**config.mk**
```make
export PLATFORM = sky130hd
export DESIGN_NAME = pulse_conditioner
export DESIGN_NICKNAME = d
export VERILOG_FILES = /design/src/rtl/pulse_conditioner_pkg.sv /design/src/rtl/bit_synchronizer.sv /design/src/rtl/pulse_conditioner.sv
export SDC_FILE = /design/constraint.sdc
export NUM_CORES = 1
export LEC_CHECK = 0
export ABC_AREA = 1
export BUFFER_PORTS_ARGS = -buffer_cell sky130_fd_sc_hd__buf_4
export CORE_MARGIN = 2
export CORE_UTILIZATION = 55
export DETAILED_ROUTE_END_ITERATION = 7
export PLACE_DENSITY = 0.89
export SKIP_LAST_GASP = 1
export SYNTH_ARGS = -nofsm -noshare
export SYNTH_HDL_FRONTEND = slang
export SYNTH_SLANG_ARGS = --single-unit
```
**constraint.sdc**
```tcl
create_clock -name clk -period 1.7 [get_ports clk]
set_input_delay 0.085 -clock clk [delete_from_list [all_inputs] [get_ports clk]]
set_output_delay 0.085 -clock clk [all_outputs]
set_load 0.05 [all_outputs]
```
**src/rtl/pulse_conditioner_pkg.sv**
```systemverilog
// Shared state encoding and sizing helper for the pulse conditioner.
package pulse_conditioner_pkg;

    localparam logic [1:0] ST_LOW       = 2'd0;
    localparam logic [1:0] ST_RISE_WAIT = 2'd1;
    localparam logic [1:0] ST_HIGH      = 2'd2;
    localparam logic [1:0] ST_FALL_WAIT = 2'd3;

    function automatic int unsigned cnt_w(input int unsigned cycles);
        return $clog2(cycles) + 1;
    endfunction

endpackage

```
**src/rtl/bit_synchronizer.sv**
```systemverilog
// Multi-flop synchroniser for a single asynchronous bit.
module bit_synchronizer #(
    parameter int unsigned STAGES = 2
) (
    input  logic clk,
    input  logic rst,
    input  logic d,
    output logic q
);

    logic [STAGES-1:0] r_sync;

    always_ff @(posedge clk or posedge rst) begin
        if (rst) begin
            r_sync <= '0;
        end else begin
            r_sync <= {r_sync[STAGES-2:0], d};
        end
    end

    assign q = r_sync[STAGES-1];

endmodule

```
**src/rtl/pulse_conditioner.sv**
```systemverilog
// Synchronise and debounce a raw input; strobe once per accepted rising edge.
module pulse_conditioner
    import pulse_conditioner_pkg::*;
#(
    parameter int unsigned SYNC_STAGES     = 2,
    parameter int unsigned DEBOUNCE_CYCLES = 4,
    parameter int unsigned GLITCH_W        = 8
) (
    input  logic                clk,
    input  logic                rst,
    input  logic                raw_in,
    output logic                pulse,
    output logic                level,
    output logic [GLITCH_W-1:0] glitch_cnt
);

    localparam int unsigned      CNT_W    = cnt_w(DEBOUNCE_CYCLES);
    localparam logic [CNT_W-1:0] CNT_ONE  = CNT_W'(1);
    localparam logic [CNT_W-1:0] CNT_LAST = CNT_W'(DEBOUNCE_CYCLES - 1);

    logic                w_s;
    logic [1:0]          r_state, w_state_next;
    logic [CNT_W-1:0]    r_cnt, w_cnt_next;
    logic                r_pulse, w_pulse_next;
    logic                r_level, w_level_next;
    logic [GLITCH_W-1:0] r_glitch, w_glitch_next;
    logic                w_glitch_inc;

    bit_synchronizer #(
        .STAGES (SYNC_STAGES)
    ) u_sync (
        .clk (clk),
        .rst (rst),
        .d   (raw_in),
        .q   (w_s)
    );

    always_comb begin
        w_state_next = r_state;
        w_cnt_next   = r_cnt;
        w_pulse_next = 1'b0;
        w_level_next = r_level;
        w_glitch_inc = 1'b0;
        case (r_state)
            ST_LOW: begin
                w_level_next = 1'b0;
                w_cnt_next   = '0;
                if (w_s) begin
                    w_state_next = ST_RISE_WAIT;
                    w_cnt_next   = CNT_ONE;
                end
            end
            ST_RISE_WAIT: begin
                if (!w_s) begin
                    w_state_next = ST_LOW;
                    w_cnt_next   = '0;
                    w_glitch_inc = 1'b1;
                end else if (r_cnt == CNT_LAST) begin
                    w_state_next = ST_HIGH;
                    w_cnt_next   = '0;
                    w_pulse_next = 1'b1;
                    w_level_next = 1'b1;
                end else begin
                    w_cnt_next = r_cnt + CNT_ONE;
                end
            end
            ST_HIGH: begin
                w_level_next = 1'b1;
                w_cnt_next   = '0;
                if (!w_s) begin
                    w_state_next = ST_FALL_WAIT;
                    w_cnt_next   = CNT_ONE;
                end
            end
            ST_FALL_WAIT: begin
                if (w_s) begin
                    w_state_next = ST_HIGH;
                    w_cnt_next   = '0;
                    w_glitch_inc = 1'b1;
                end else if (r_cnt == CNT_LAST) begin
                    w_state_next = ST_LOW;
                    w_cnt_next   = '0;
                    w_level_next = 1'b0;
                end else begin
                    w_cnt_next = r_cnt + CNT_ONE;
                end
            end
            default: begin
                w_state_next = ST_LOW;
                w_cnt_next   = '0;
                w_level_next = 1'b0;
            end
        endcase
    end

    // Saturate rather than wrap so a noisy line never reads as a quiet one.
    always_comb begin
        w_glitch_next = r_glitch;
        if (w_glitch_inc && (r_glitch != '1)) begin
            w_glitch_next = r_glitch + GLITCH_W'(1);
        end
    end

    always_ff @(posedge clk or posedge rst) begin
        if (rst) begin
            r_state  <= ST_LOW;
            r_cnt    <= '0;
            r_pulse  <= 1'b0;
            r_level  <= 1'b0;
            r_glitch <= '0;
        end else begin
            r_state  <= w_state_next;
            r_cnt    <= w_cnt_next;
            r_pulse  <= w_pulse_next;
            r_level  <= w_level_next;
            r_glitch <= w_glitch_next;
        end
    end

    assign pulse      = r_pulse;
    assign level      = r_level;
    assign glitch_cnt = r_glitch;

endmodule

```
==> results.json <==
{
  "cts_tree": "built",
  "syn_inst": 117,
  "p_switching_uw": 826,
  "die_x_um": 45.7,
  "drv_cap": 0,
  "fin_skew_ps": 1.28,
  "rows": 15,
  "wl_per_cell_um": 10.8,
  "drive_gt1_share_pct": 17.0,
  "utilization_pct": 66.1,
  "avgSynthCellArea_um2": 8.19,
  "rsz0062_at_grt": "no",
  "min_path_type": "reg2reg",
  "p_per_area_nw_per_um2": 1540,
  "htreeDepth": 1,
  "fin_nets": 146,
  "via_count": 784,
  "die_y_um": 45.7,
  "met1Wirelength_um": 774,
  "fin_cells": 152,
  "port_buffers": 12,
  "layout-area-overhead-vs-synth_pct": 16.4,
  "root_buffer": "clkbuf_4",
  "synth-seq-area-share_pct": 44.4,
  "drt_iter0_markers": 12,
  "report.final.hold_viol_count": 0,
  "synth_nets": 127,
  "drt-pass1-iter-count": 4,
  "fmax_mhz": 685,
  "wl_um": 1640,
  "synthDistinctLibCells": 20,
  "fin_crit_sh_pct": 85.9,
  "cts_buffers": 3,
  "swShare_pct": 48.1,
  "place_hpwl_um": 1250,
  "power_frac_comb_pct": 50.8,
  "ioPinCount": 13,
  "outcome": "completed",
  "setup_viol": 0,
  "clk_path_buf_depth": 2,
  "seq_power_share_pct": 36.6,
  "pwr-share-clk_pct": 12.6,
  "antenna_found_initial": 0,
  "num_antenna_cells": 0,
  "relSlewSlack_pct": 57.5,
  "grt_max_degree": 18,
  "clk_pin_slew_ps": 90,
  "critPathKind": "reg2reg",
  "p_leak_nw": 0.577,
  "clkSinkCount": 17,
  "synth-seq-cells": 17,
  "p_int_uw": 891,
  "ys_warn_count": 0,
  "crit_fanout": 6,
  "ant_nets": 0,
  "synth_area_um2": 958,
  "gp_congestion": 0.823,
  "post_cts_buffers": 0,
  "wl_met3_um": 50,
  "vias_per_cell": 5.16,
  "routed.top_layer": "met4",
  "tns_ps": 0,
  "fp.coreArea_um2": 1690,
  "drv_slew": 0,
  "grt_pass1_vias": 676,
  "fin_crit_ps": 1460,
  "grt-ovfl-total": 0,
  "vdd_drop_max_uv": 953,
  "initial_core_util_pct": 56.7,
  "grt_pass1_wl_um": 2830,
  "cp-end-kind": "flop",
  "grt_usage_pct": 19.7,
  "insertion_delay_ps": 290,
  "worstPathArrival_ps": 1640,
  "required_ps": 1890,
  "drc": 0,
  "wl_met2_um": 776,
  "startpoint_type": "flop",
  "fp.dieArea_um2": 2090,
  "dpl.cell_count": 146,
  "worst_pin_slew_ps": 637
}
-- state kept, by name, summed over array words and instances, names as in the netlist, named ones only --
name	flops
u_sync.r_sync	2
glitch_cnt	8
r_cnt	3
pulse	1
r_state	1
level	1
-- logic make-up (layout without fill, tap and decap cells) --
family	after synthesis	after routing	share of synthesized area, %
simple gates	68	68	34.2
buf+inv	16	34	6.53
flops	17	17	44.4
xor+xnor	2	2	1.83
compound gates	7	7	3.92
fa+ha+maj	7	7	9.14
-- power by group through the flow --
| stage | Combinational, mW | Clock [mW] | Sequential [mW] |
|---|---|---|---|
| floorplan | 0.465 | 0 | 0.814 |
| global placement | 0.826 | 0 | 0.628 |
| detailed placement | 0.864 | 0 | 0.631 |
| CTS | 0.876 | 0.225 | 0.625 |
| global route | 0.982 | 0.236 | 0.644 |
| finish | 0.872 | 0.217 | 0.628 |
-- worst max-delay path, stage by stage, from the launching register on --
cell and delay, ps:
dfrtp_1 450, inv_1 120, ha_1 230, o21ai_0 270
nand2_1 140, nand2_1 80, o21ai_1 70
-- cell usage in the layout, fill, tap and decap left out, drive strengths merged --
master and count:
a21oi 1, a22oi 1, buf 12, clkbuf 4
dfrtp 17, dlygate4sd3 2, ha 7, inv 16
nand2 45, nand3 9, nand4 4, nor2 9
nor4 1, o21ai 5, xnor2 1, xor2 1
-- layout make-up --
| type | count | area [um^2] |
|---|---|---|
| multi-input cells | 84 | 470 |
| flip-flops and latches | 17 | 425 |
| inverters | 16 | 62.6 |
| well taps | 17 | 21.3 |
| fillers | 139 | 573 |
| clock buffers | 4 | 26.3 |
| repair buffers | 14 | 110 |
-- metal layers --
metal  GRT usage (%)  up-vias
li1                -      407
met1            25.2      362
met2            29.9       10
met3            4.76        5
met4            12.0        0
met5               0        -
-- cells in the mapped netlist --
cell type  count  share of area, %
nand2_4        2               2.3
o21ai_0        4               2.1
nor2_4         2               2.3
nor2_1         7               2.7
inv_4          1              0.65
inv_1         14               5.5
inv_2          1              0.39
nand2_1       41                16
a21oi_1        1              0.52
dfrtp_1       17                44
a22oi_1        1              0.78
nand3_1        9               4.7
nor4_1         1              0.65
o21ai_1        1              0.52
xor2_1         1              0.91
nand2_8        1               2.1
ha_1           7               9.1
nand4_1        4               2.6
nand2_2        1              0.65
xnor2_1        1              0.91
-- timing repair --
action                    in CTS  in global routing
hold endpoints to repair      18                  0
hold buffers                   2                  0
gates resized for setup        0                  0
-- metrics by stage --
| stage | setup WS (ps) | hold WS (ps) | power [mW] | area (um^2) |
|---|---|---|---|---|
| CTS | 269 | 358 | 1.73 | 1120 |
| global route | 84.7 | 364 | 1.86 | 1120 |
| finish | 240 | 355 | 1.72 | 1120 |
| detailed placement | 324 | 197 | 1.50 | 1070 |
| floorplan | 131 | 11.1 | 1.28 | 958 |
| global placement | 406 | 195 | 1.45 | 1070 |
-- worst paths after layout --
| path | from | end | slack, ps | cells after the start |
|---|---|---|---|---|
| worst min-delay path | u_sync.r_sync[0] | u_sync.r_sync[1] | 350 | 0 |
| worst min register to register | u_sync.r_sync[0] | u_sync.r_sync[1] | 350 | 0 |
| worst max-delay path | r_state[0] | r_state[0] | 240 | 6 |
| worst max register to register | r_state[0] | r_state[0] | 240 | 6 |
| min in group asynchronous | rst | glitch_cnt[2] | 430 | 3 |
| max in group asynchronous | rst | pulse | 860 | 3 |
Note: power is estimated with default switching activity, not from simulation.
